$ cat src/rtl/mac_pkg.sv
// Shared widths, mac pipeline timing and sequencer types for the dot-product sequencer.
package mac_pkg;

   localparam int unsigned OP_W          = 16;
   localparam int unsigned ACC_W         = 32;
   localparam int unsigned MAC_LAT       = 5;
   localparam int unsigned MAC_ADD_STAGE = 3;

   typedef enum logic [1:0] {
      StRun   = 2'd0,
      StDrain = 2'd1,
      StHold  = 2'd2
   } state_e;

   typedef struct packed {
      logic vld;
      logic first;
      logic last;
   } tag_t;

endpackage

$ cat src/rtl/mac_tag_pipe.sv
// Shift register of element tags running alongside the mac pipeline.
module mac_tag_pipe
   import mac_pkg::*;
#(
   parameter int unsigned DEPTH = MAC_LAT,
   parameter int unsigned TAP_A = MAC_ADD_STAGE,
   parameter int unsigned TAP_B = MAC_LAT
) (
   input  logic i_clk,
   input  logic i_rst_n,
   input  tag_t i_tag,
   output tag_t o_tap_a,
   output tag_t o_tap_b
);

   // Index k holds the tag of the element currently in mac stage k.
   tag_t [DEPTH:1] r_stage;

   always_ff @(posedge i_clk or negedge i_rst_n) begin
      if (!i_rst_n) begin
         r_stage <= '0;
      end else begin
         r_stage <= {r_stage[DEPTH-1:1], i_tag};
      end
   end

   assign o_tap_a = r_stage[TAP_A];
   assign o_tap_b = r_stage[TAP_B];

endmodule

$ cat src/rtl/mac_dot_seq.sv
// Streaming dot-product sequencer: issues element pairs to a 5-stage mac and steers its
// accumulator feedback, returning one 32-bit sum per vector.
module mac_dot_seq
   import mac_pkg::*;
#(
   parameter int unsigned LEN_W = 8
) (
   input  logic             i_clk,
   input  logic             i_rst_n,
   input  logic             i_s_valid,
   output logic             o_s_ready,
   input  logic [OP_W-1:0]  i_s_a,
   input  logic [OP_W-1:0]  i_s_b,
   input  logic             i_s_last,
   output logic [OP_W-1:0]  o_mac_a,
   output logic [OP_W-1:0]  o_mac_b,
   output logic [ACC_W-1:0] o_mac_acc_in,
   input  logic [ACC_W-1:0] i_mac_acc_out,
   output logic             o_m_valid,
   input  logic             i_m_ready,
   output logic [ACC_W-1:0] o_m_result,
   output logic [LEN_W-1:0] o_m_count
);

   state_e             r_state;
   logic               r_acc_prev;
   logic               r_first_pend;
   logic [LEN_W-1:0]   r_count;
   logic [OP_W-1:0]    r_mac_a;
   logic [OP_W-1:0]    r_mac_b;
   tag_t               r_iss;
   logic [ACC_W-1:0]   r_psum;
   logic               r_m_valid;
   logic [ACC_W-1:0]   r_m_result;
   logic [LEN_W-1:0]   r_m_count;

   logic w_accept;
   tag_t w_s3;
   tag_t w_s5;
   logic w_unused;

   // Back-to-back accepts are blocked so consecutive elements sit 2 mac cycles apart.
   assign o_s_ready = (r_state == StRun) && !r_acc_prev;
   assign w_accept  = i_s_valid && o_s_ready;

   mac_tag_pipe #(
      .DEPTH(MAC_LAT),
      .TAP_A(MAC_ADD_STAGE),
      .TAP_B(MAC_LAT)
   ) u_tag_pipe (
      .i_clk  (i_clk),
      .i_rst_n(i_rst_n),
      .i_tag  (r_iss),
      .o_tap_a(w_s3),
      .o_tap_b(w_s5)
   );

   always_ff @(posedge i_clk or negedge i_rst_n) begin
      if (!i_rst_n) begin
         r_state      <= StRun;
         r_acc_prev   <= 1'b0;
         r_first_pend <= 1'b1;
         r_count      <= '0;
         r_mac_a      <= '0;
         r_mac_b      <= '0;
         r_iss        <= '0;
         r_psum       <= '0;
         r_m_valid    <= 1'b0;
         r_m_result   <= '0;
         r_m_count    <= '0;
      end else begin
         r_acc_prev  <= w_accept;
         r_mac_a     <= w_accept ? i_s_a : '0;
         r_mac_b     <= w_accept ? i_s_b : '0;
         r_iss.vld   <= w_accept;
         r_iss.first <= w_accept && r_first_pend;
         r_iss.last  <= w_accept && i_s_last;
         if (w_s5.vld) begin
            r_psum <= i_mac_acc_out;
         end
         unique case (r_state)
            StRun: begin
               if (w_accept) begin
                  r_count      <= r_count + LEN_W'(1);
                  r_first_pend <= 1'b0;
                  if (i_s_last) begin
                     r_state <= StDrain;
                  end
               end
            end
            StDrain: begin
               if (w_s5.vld && w_s5.last) begin
                  r_m_result <= i_mac_acc_out;
                  r_m_count  <= r_count;
                  r_m_valid  <= 1'b1;
                  r_state    <= StHold;
               end
            end
            StHold: begin
               if (r_m_valid && i_m_ready) begin
                  r_m_valid    <= 1'b0;
                  r_count      <= '0;
                  r_first_pend <= 1'b1;
                  r_state      <= StRun;
               end
            end
            default: r_state <= StRun;
         endcase
      end
   end

   // Feedback into the adder: zero for the first element, bypass when the previous sum
   // is emerging this very cycle, otherwise the stored partial sum.
   always_comb begin
      o_mac_acc_in = '0;
      if (w_s3.vld && !w_s3.first) begin
         o_mac_acc_in = w_s5.vld ? i_mac_acc_out : r_psum;
      end
   end

   assign w_unused = ^{w_s3.last, w_s5.first};

   assign o_mac_a    = r_mac_a;
   assign o_mac_b    = r_mac_b;
   assign o_m_valid  = r_m_valid;
   assign o_m_result = r_m_result;
   assign o_m_count  = r_m_count;

endmodule

$ cat config.mk
export PLATFORM = sky130hd
export DESIGN_NAME = mac_dot_seq
export DESIGN_NICKNAME = d
export VERILOG_FILES = /design/src/rtl/mac_pkg.sv /design/src/rtl/mac_tag_pipe.sv /design/src/rtl/mac_dot_seq.sv
export SDC_FILE = /design/constraint.sdc
export NUM_CORES = 1
export LEC_CHECK = 0
export CAP_MARGIN = 20
export CELL_PAD_IN_SITES_DETAIL_PLACEMENT = 0
export CELL_PAD_IN_SITES_GLOBAL_PLACEMENT = 1
export CORE_ASPECT_RATIO = 1.4
export CORE_MARGIN = 3
export CORE_UTILIZATION = 38
export CTS_BUF_LIST = sky130_fd_sc_hd__clkbuf_16
export CTS_CLUSTER_SIZE = 10
export DETAILED_ROUTE_END_ITERATION = 8
export HOLD_SLACK_MARGIN = 0.05
export MAX_ROUTING_LAYER = met4
export PLACE_DENSITY_LB_ADDON = 0.1
export SYNTH_ARGS = -nofsm -noshare
export SYNTH_HDL_FRONTEND = slang
export SYNTH_SLANG_ARGS = --single-unit
$ cat constraint.sdc
create_clock -name i_clk -period 4.2 [get_ports i_clk]
set_clock_uncertainty 0.2 [all_clocks]
set_input_delay 1.05 -clock i_clk [delete_from_list [all_inputs] [get_ports i_clk]]
set_output_delay 1.05 -clock i_clk [all_outputs]
set_load 0.01 [all_outputs]
==> results of run 1 <==
-- per-stage QoR --
step	util	setup slack, ns	cell area [um2]
floorplan	-	1.496	4911
global placement	0.5447	0.5140	6804
detailed placement	0.5447	0.5074	6804
CTS	0.5889	0.4747	7357
global route	0.5889	0.4352	7357
finish	0.5889	0.4982	7357
-- worst max-delay path: stages --
cell and delay [ns]:
clkdlybuf4s50_1 0.50, mux2_2 0.17, nor2b_1 0.17, clkdlybuf4s50_1 0.56
-- how the worst max path moves through the flow --
stage | slack (ns) | startpoint | to
floorplan | 1.50 | i_mac_acc_out[10] | o_mac_acc_in[10]
global placement | 0.51 | i_mac_acc_out[20] | o_mac_acc_in[20]
detailed placement | 0.51 | i_mac_acc_out[17] | o_mac_acc_in[17]
CTS | 0.47 | u_tag_pipe.o_tap_b[2] | o_mac_acc_in[17]
global route | 0.44 | u_tag_pipe.o_tap_b[2] | o_mac_acc_in[0]
finish | 0.50 | i_mac_acc_out[11] | o_mac_acc_in[11]
-- power groups by stage --
stage               clock network, mW  registers (mW)  logic, mW
floorplan                           0            2.00      0.653
global placement                    0            1.91       1.52
detailed placement                  0            1.93       1.55
CTS                              1.40            1.91       1.56
global route                     1.46            1.96       1.67
finish                           1.36            1.91       1.53
-- routing by layer --
layer	vias to the layer above	share of wire	global-route usage
met4	0	0.017	0.05805
met5	-	0	-
met2	127	0.53	0.2902
met3	14	0.063	0.05531
li1	1502	-	-
met1	1630	0.39	0.1932
-- sequential cells by signal (all words and copies together) (netlist names) --
name                flops
o_m_count               8
o_m_result             32
o_m_valid               1
o_mac_a                16
o_mac_b                16
r_count                 8
r_first_pend            1
r_iss                   3
r_psum                 32
r_state                 2
u_tag_pipe.o_tap_a      3
u_tag_pipe.o_tap_b      2
u_tag_pipe.r_stage      8
-- cell usage after synthesis (2+ instances only) --
cell	instances	area share
buf_4	2	0.0031
and2_1	35	0.045
a211o_1	2	0.0036
nor3_1	3	0.0031
mux2_2	68	0.16
nand2_1	10	0.0076
and3_1	2	0.0025
buf_6	2	0.0046
clkbuf_1	5	0.0038
o31a_1	3	0.0054
inv_1	6	0.0046
nand3_1	3	0.0031
nand4b_1	2	0.0036
nor2b_1	32	0.041
o21ai_0	8	0.0082
dfrtp_1	131	0.67
nand2b_1	2	0.0025
a31oi_1	3	0.0038
buf_2	8	0.0082
-- layout make-up --
type                       count  area (um2)
tap                          150       187.7
clock inverter                15       127.6
timing repair buffer         179        1802
sequential                   132        3304
clock buffer                  17       425.4
inverter                       7       26.28
fill                        1062        5135
multi-input combinational    184        1484
-- logic make-up (layout without fill, tap and decap cells) --
family          after synthesis  after routing
flops                       132            132
simple gates                 94             94
mux                          68             68
buf+inv                      24            218
compound gates               21             21
fa+ha+maj                     1              1
==> impl_metrics.yaml, run 1 <==
outcome:
  outcome: "finished, final reports clean"
floorplanning:
  design.die.area_mm2: 0.01434
  coreArea_mm2: 0.01249
  initial_core_util: 0.3931
  rows: 48
  die_w_um: 102.1
  pin_count: 175
  fp.dieH_um: 140.5
timing:
  fmax_mhz: 270.1
  tightestPinTransition_ns: 0.9641
  post-route-min-period_ns: 3.702
  finalCritPeriodShare: 0.8814
  fin_setup_tns_ns: 0
  maxSlewViolCount: 0
  rsz0062_at_grt: "false"
  setup_viol: 0
  timing.final.hold_violations: 0
  relSlewSlack: 0.3538
  whs_ns: 0.1441
setup_path:
  timing.rr.start: "u_tag_pipe.o_tap_b[2]"
  r2r_slack_ns: 1.34
  r2r_cells: 3
  crit_type: "primary input to output pin"
  cp-end-kind: "output pin"
  path_max_fanout: 2
  r2r_end: "o_m_result[25]"
  required_ns: 2.95
  crit_path_start_kind: "primary input"
  worst-endpoint-arrival_ns: 2.45
routing:
  drt_iter0_drc: 116
  vias: 3273
  via_per_inst: 4.785
  drc_errors: 0
  wirelength_mm: 11.23
  firstDrtPassIters: 4
  ant_nets: 0
  wire_per_inst_um: 16.42
logic_synthesis:
  syn_avg_cell_area_um2: 14.44
  ys_seq_elements: 132
  syn-cell-area_mm2: 0.004911
  synth-compound-area-share: 0.02854
  postSynth.asyncResetShare: 1.000
  synth_nets: 410
  synthAdderAreaFrac: 0.002548
  postSynthCellCount: 340
  synthDistinctLibCells: 32
  synth_xor_area_frac: 0
  synth_top_family_by_area: "multiplexers"
  synth.area.mux_share: 0.1559
  synth_edf_count: 0
  ys_warn_count: 0
  yosysSeqAreaShare: 0.6729
  yosys.area_share.simple: 0.1152
  ys.flop_type: "dfrtp_1"
power:
  power_frac_seq: 0.397
  ir_drop_mv: 0.2957
  p_leak_nw: 3.189
  netSwitchingFraction: 0.2680
  power_density_mw_per_mm2: 652.4
  totalPowerFinal_mw: 4.800
  power_frac_clock: 0.284
  switchingPower_mw: 1.286
  p_int_mw: 3.513
  pwr-share-comb: 0.319
global_route:
  grt_max_degree: 66
  grt_pass1_vias: 3541
  grt_use_total: 0.1731
  grt-ovfl-total: 0
  grt_pass1_wl_mm: 18.49
  antenna_found_initial: 0
cells_and_area:
  layout_commonest_cell: "clkdlybuf4s50_1"
  fin_cells: 684
  diodes: 0
  layout_common_cells: "173 x clkdlybuf4s50_1, 131 x dfrtp_1, 68 x mux2_2"
  drive_gt1_frac: 0.1910
  syn_to_final_growth_pct: 49.81
  fin_nets: 591
placement:
  dp_hpwl_mm: 7.863
  dp.cells: 652
  place_congestion: 0.7757
  io_buffers: 174
cts:
  postCtsHoldBufs: 0
  clock-root-buffer: "clkbuf_16"
  cts_resized: 0
  cts.path.max_buffers: 2
  cts_tree: "built"
  clock-sinks: 132
  post_cts_buffers: 0
  cts_htree_levels: 4
  clk_latency_ns: 0.40
  clkTransAtPathRegs_ns: 0.05
  cts-buffers-inserted: 17
job:
  maxCapViolCount: 0
min_path:
  hp-class: "flip-flop to flip-flop"
  hold_start: "u_tag_pipe.r_stage[11]"
  hold_path_depth: 0
  hold_path_end: "u_tag_pipe.o_tap_b[2]"
Power figures use the tool's default switching activity.
==> run 2, diff against run 1 <==
CORE_UTILIZATION = 45   (was 38)
CTS_CLUSTER_SIZE = 30   (was 10)
DONT_BUFFER_PORTS = 1   (was not set)
PLACE_DENSITY = 0.7   (was not set)
PLACE_DENSITY_LB_ADDON = not set   (was 0.1)
==> impl_metrics.yaml, run 2 (same netlist as run 1, synthesis figures left out) <==
setup_path:
  slowest_stage: "dfrtp_1"
  required_ns: 2.95
  crit_path_start_kind: "flip-flop"
  path_max_fanout: 23
  path_cells: "buf_4, mux2_2, nor2b_1"
  cp-end-kind: "output pin"
  crit_type: "flip-flop to output pin"
  crit_family: "flip-flops"
  max_stage_delay_ns: 0.63
  path_buf_inv: 1
  worst-endpoint-arrival_ns: 2.00
global_route:
  grt-ovfl-total: 0
  grt_pass1_wl_mm: 14.19
  grt_max_degree: 133
  grt_use_total: 0.1599
  grt_pass1_vias: 2782
  antenna_found_initial: 0
cts:
  post_cts_buffers: 0
  cts.path.max_buffers: 2
  cts_htree_levels: 4
  cts-buffers-inserted: 17
  clock-sinks: 132
  cts_resized: 0
  clock-root-buffer: "clkbuf_16"
  clk_latency_ns: 0.40
  clkTransAtPathRegs_ns: 0.06
  cts_tree: "built"
  postCtsHoldBufs: 0
cells_and_area:
  layout_commonest_cell: "dfrtp_1"
  n_fill_cell: 897
  layout_common_cells: "131 x dfrtp_1, 68 x mux2_2, 35 x and2_1"
  multi_input_area_mm2: 0.001484
  syn_to_final_growth_pct: 14.04
  diodes: 0
  fin_nets: 416
  drive_gt1_frac: 0.2905
  post-route-util: 0.5326
  regArea_mm2: 0.003304
  fin_area_mm2: 0.005600
floorplanning:
  fp.dieH_um: 129.6
  pin_count: 175
  coreArea_mm2: 0.01052
  design.die.area_mm2: 0.01222
  initial_core_util: 0.4670
  rows: 44
  die_w_um: 94.29
timing:
  fmax_mhz: 308.0
  relSlewSlack: 0.6858
  tightestPinTransition_ns: 0.4713
  fin_setup_tns_ns: 0
  maxSlewViolCount: 0
  setup_viol: 0
  post-route-min-period_ns: 3.247
  finalCritPeriodShare: 0.7731
  timing.final.hold_violations: 0
  rsz0062_at_grt: "false"
routing:
  vias: 2570
  via_per_inst: 5.181
  wirelength_mm: 9.119
  wire_per_inst_um: 18.39
  firstDrtPassIters: 4
  ant_nets: 0
  drt_iter0_drc: 92
  drc_errors: 0
power:
  ir_drop_mv: 0.3104
  p_leak_nw: 2.523
  power_density_mw_per_mm2: 745.6
placement:
  dp_hpwl_mm: 6.218
  io_buffers: 0
  place_congestion: 0.7389
  place_area_mm2: 0.005037
outcome:
  outcome: "finished, final reports clean"
job:
  maxCapViolCount: 0
min_path:
  hp-class: "primary input to asynchronous set/reset pin"
[run 2: cell count changes in the layout (fill, tap and decap cells not counted)]
cell | previous run | this run
clkdlybuf4s50_1 | 173 | 0
inv_1 | 10 | 6
buf_4 | 4 | 2
clkinvlp_4 | 2 | 4
inv_6 | 0 | 2
buf_12 | 2 | 1
buf_8 | 0 | 1
clkinv_1 | 4 | 3
clkinv_2 | 1 | 2
clkinv_4 | 2 | 1
[run 2: layout make-up]
class	instances	share of cell area
Clock inverter	14	0.02458
Multi-Input combinational cell	184	0.2650
Tap cell	138	0.03083
Sequential cell	132	0.5900
Inverter	7	0.004692
Timing Repair Buffer	4	0.008937
Clock buffer	17	0.07596
[run 2: final timing paths]
check / to / slack, ns / cells after the start / from
setup / recovery: o_mac_acc_in[15] / 0.95 / 3 / u_tag_pipe.o_tap_b[2]
hold / removal: o_m_result[9] / 0.14 / 0 / i_rst_n
setup reg to reg: r_state[0] / 2.03 / 4 / r_state[0]
hold reg to reg: u_tag_pipe.o_tap_a[1] / 0.15 / 0 / u_tag_pipe.r_stage[4]
max in group asynchronous: r_first_pend / 3.45 / 0 / i_rst_n
min in group i_clk: u_tag_pipe.o_tap_a[1] / 0.15 / 0 / u_tag_pipe.r_stage[4]
[run 2: power breakdown]
| group | internal, mW | switching (mW) |
|---|---|---|
| Sequential | 1.71 | 0.358 |
| Clock | 0.864 | 0.516 |
| Combinational | 0.421 | 0.302 |
| Total | 3.00 | 1.18 |
[run 2: routing by layer]
layer,routed length (um),up-vias,track usage,part of all wire
met5,0,-,-,0
li1,-,1159,-,-
met2,4854,117,0.2717,0.53
met3,705,10,0.06098,0.077
met1,3446,1284,0.1669,0.38
met4,113,0,0.06207,0.012
[run 2: through the flow]
stage	std cells	setup WS [ns]	hold slack (ns)	total power [mW]
floorplan	340	1.496	0.1312	2.653
global placement	464	1.363	0.1329	2.796
detailed placement	465	1.330	0.1355	2.841
CTS	496	0.8940	0.1222	4.248
global route	496	0.8115	0.1118	4.409
finish	496	0.9530	0.1433	4.176
==> run 3, diff against run 2 <==
CORE_UTILIZATION = 44   (was 45)
PLACE_DENSITY = 0.72   (was 0.7)
clock period = 2.9 ns   (was 4.2 ns; I/O delays follow)
==> impl_metrics.yaml, run 3 (same netlist as run 1, synthesis figures left out) <==
outcome:
  outcome: "finished with violations"
  violations: "negative hold slack"
setup_path:
  timing.rr.start: "r_state[0]"
  required_ns: 1.98
  path_max_fanout: 11
  path_cells: "buf_4, mux2_2, nor2b_1"
  slowest_stage: "dfrtp_1"
  path_buf_inv: 1
  crit_family: "flip-flops"
  crit_path_start_kind: "flip-flop"
  crit_type: "flip-flop to output pin"
  max_stage_delay_ns: 0.60
  startpoint: "u_tag_pipe.o_tap_b[2]"
  worst-endpoint-arrival_ns: 1.83
  cp-end-kind: "output pin"
routing:
  firstDrtPassIters: 4
  wire_per_inst_um: 18.04
  drc_errors: 0
  vias: 2599
  ant_nets: 0
  drt_iter0_drc: 84
  wirelength_mm: 9.073
  via_per_inst: 5.167
global_route:
  gr-usage-met2: 0.2540
  grt_use_total: 0.1550
  globalRouteMet1Util: 0.1642
  grt_pass1_wl_mm: 13.97
  grt_pass1_vias: 2809
  grt_util_met3: 0.05498
  antenna_found_initial: 0
  grt-ovfl-total: 0
  top_usage_layer: "met2"
  grt_max_degree: 133
cells_and_area:
  syn_to_final_growth_pct: 15.49
  drive_gt1_frac: 0.2983
  layout_commonest_cell: "dfrtp_1"
  fin_nets: 419
  fin_area_mm2: 0.005672
  diodes: 0
  fin_cells: 503
  layout_common_cells: "131 x dfrtp_1, 68 x mux2_2, 35 x and2_1"
cts:
  clock-sinks: 132
  cts-buffers-inserted: 17
  clkTransAtPathRegs_ns: 0.05
  cts_tree: "built"
  cts.path.max_buffers: 2
  post_cts_buffers: 0
  cts_htree_levels: 4
  clock-root-buffer: "clkbuf_16"
  clk_latency_ns: 0.40
  cts_resized: 0
power:
  power_density_mw_per_mm2: 1106
  p_leak_nw: 2.568
  ir_drop_mv: 0.4470
  totalPowerFinal_mw: 6.271
timing:
  whs_ns: -0.1845
  maxSlewViolCount: 0
  tightestPinTransition_ns: 0.4488
  finalCritPeriodShare: 0.9487
  timing.final.hold_violations: 131
  setup_viol: 0
  post-route-min-period_ns: 2.751
  relSlewSlack: 0.7004
  rsz0062_at_grt: "false"
  fmax_mhz: 363.5
  fin_setup_tns_ns: 0
placement:
  dp.cells: 471
  dp_hpwl_mm: 6.274
  place_area_mm2: 0.005056
  place_congestion: 0.7149
  io_buffers: 0
floorplanning:
  pin_count: 175
  design.die.area_mm2: 0.01248
  initial_core_util: 0.4519
  fp.dieH_um: 131
  die_w_um: 95.29
  coreArea_mm2: 0.01087
  rows: 45
job:
  maxCapViolCount: 0
min_path:
  hp-class: "primary input to asynchronous set/reset pin"
## run 3: through the flow
step / worst slack, ns / utilization
2_1_floorplan: 0.7215 / -
3_3_place_gp: 0.5796 / 0.4653
3_5_place_dp: 0.5281 / 0.4653
4_1_cts: 0.1032 / 0.5219
5_1_grt: 0.05631 / 0.5219
6_report: 0.1487 / 0.5219
## run 3: power by group
part / internal, mW / switching, mW / total [mW]
clock: 1.43 / 0.764 / 2.19
sequential: 2.48 / 0.519 / 3.00
combinational: 0.628 / 0.449 / 1.08
total: 4.54 / 1.73 / 6.27
## run 3: layout make-up
| class | instances | area [um2] |
|---|---|---|
| Clock buffer | 17 | 425.4 |
| Clock inverter | 15 | 190.2 |
| Fill cell | 918 | 5195 |
| Inverter | 7 | 26.28 |
| Multi-Input combinational cell | 184 | 1484 |
| Sequential cell | 132 | 3304 |
| Tap cell | 141 | 176.4 |
| Timing Repair Buffer | 7 | 65.06 |
## run 3: metal layers
metal	vias up	routed length (um)
met5	-	0
met4	0	146
met3	15	717
met2	123	4775
met1	1302	3433
li1	1159	-
## run 3: path summary, 6_finish.rpt
| kind | slack [ns] | endpoint | cells past startpoint |
|---|---|---|---|
| hold / removal | -0.18 | o_m_result[2] | 0 |
| hold reg to reg | 0.14 | u_tag_pipe.o_tap_a[0] | 0 |
| max in group asynchronous | 2.41 | r_first_pend | 0 |
| setup / recovery | 0.15 | o_mac_acc_in[23] | 3 |
| min in group i_clk | 0.14 | u_tag_pipe.o_tap_a[0] | 0 |
| setup reg to reg | 0.76 | r_state[0] | 4 |
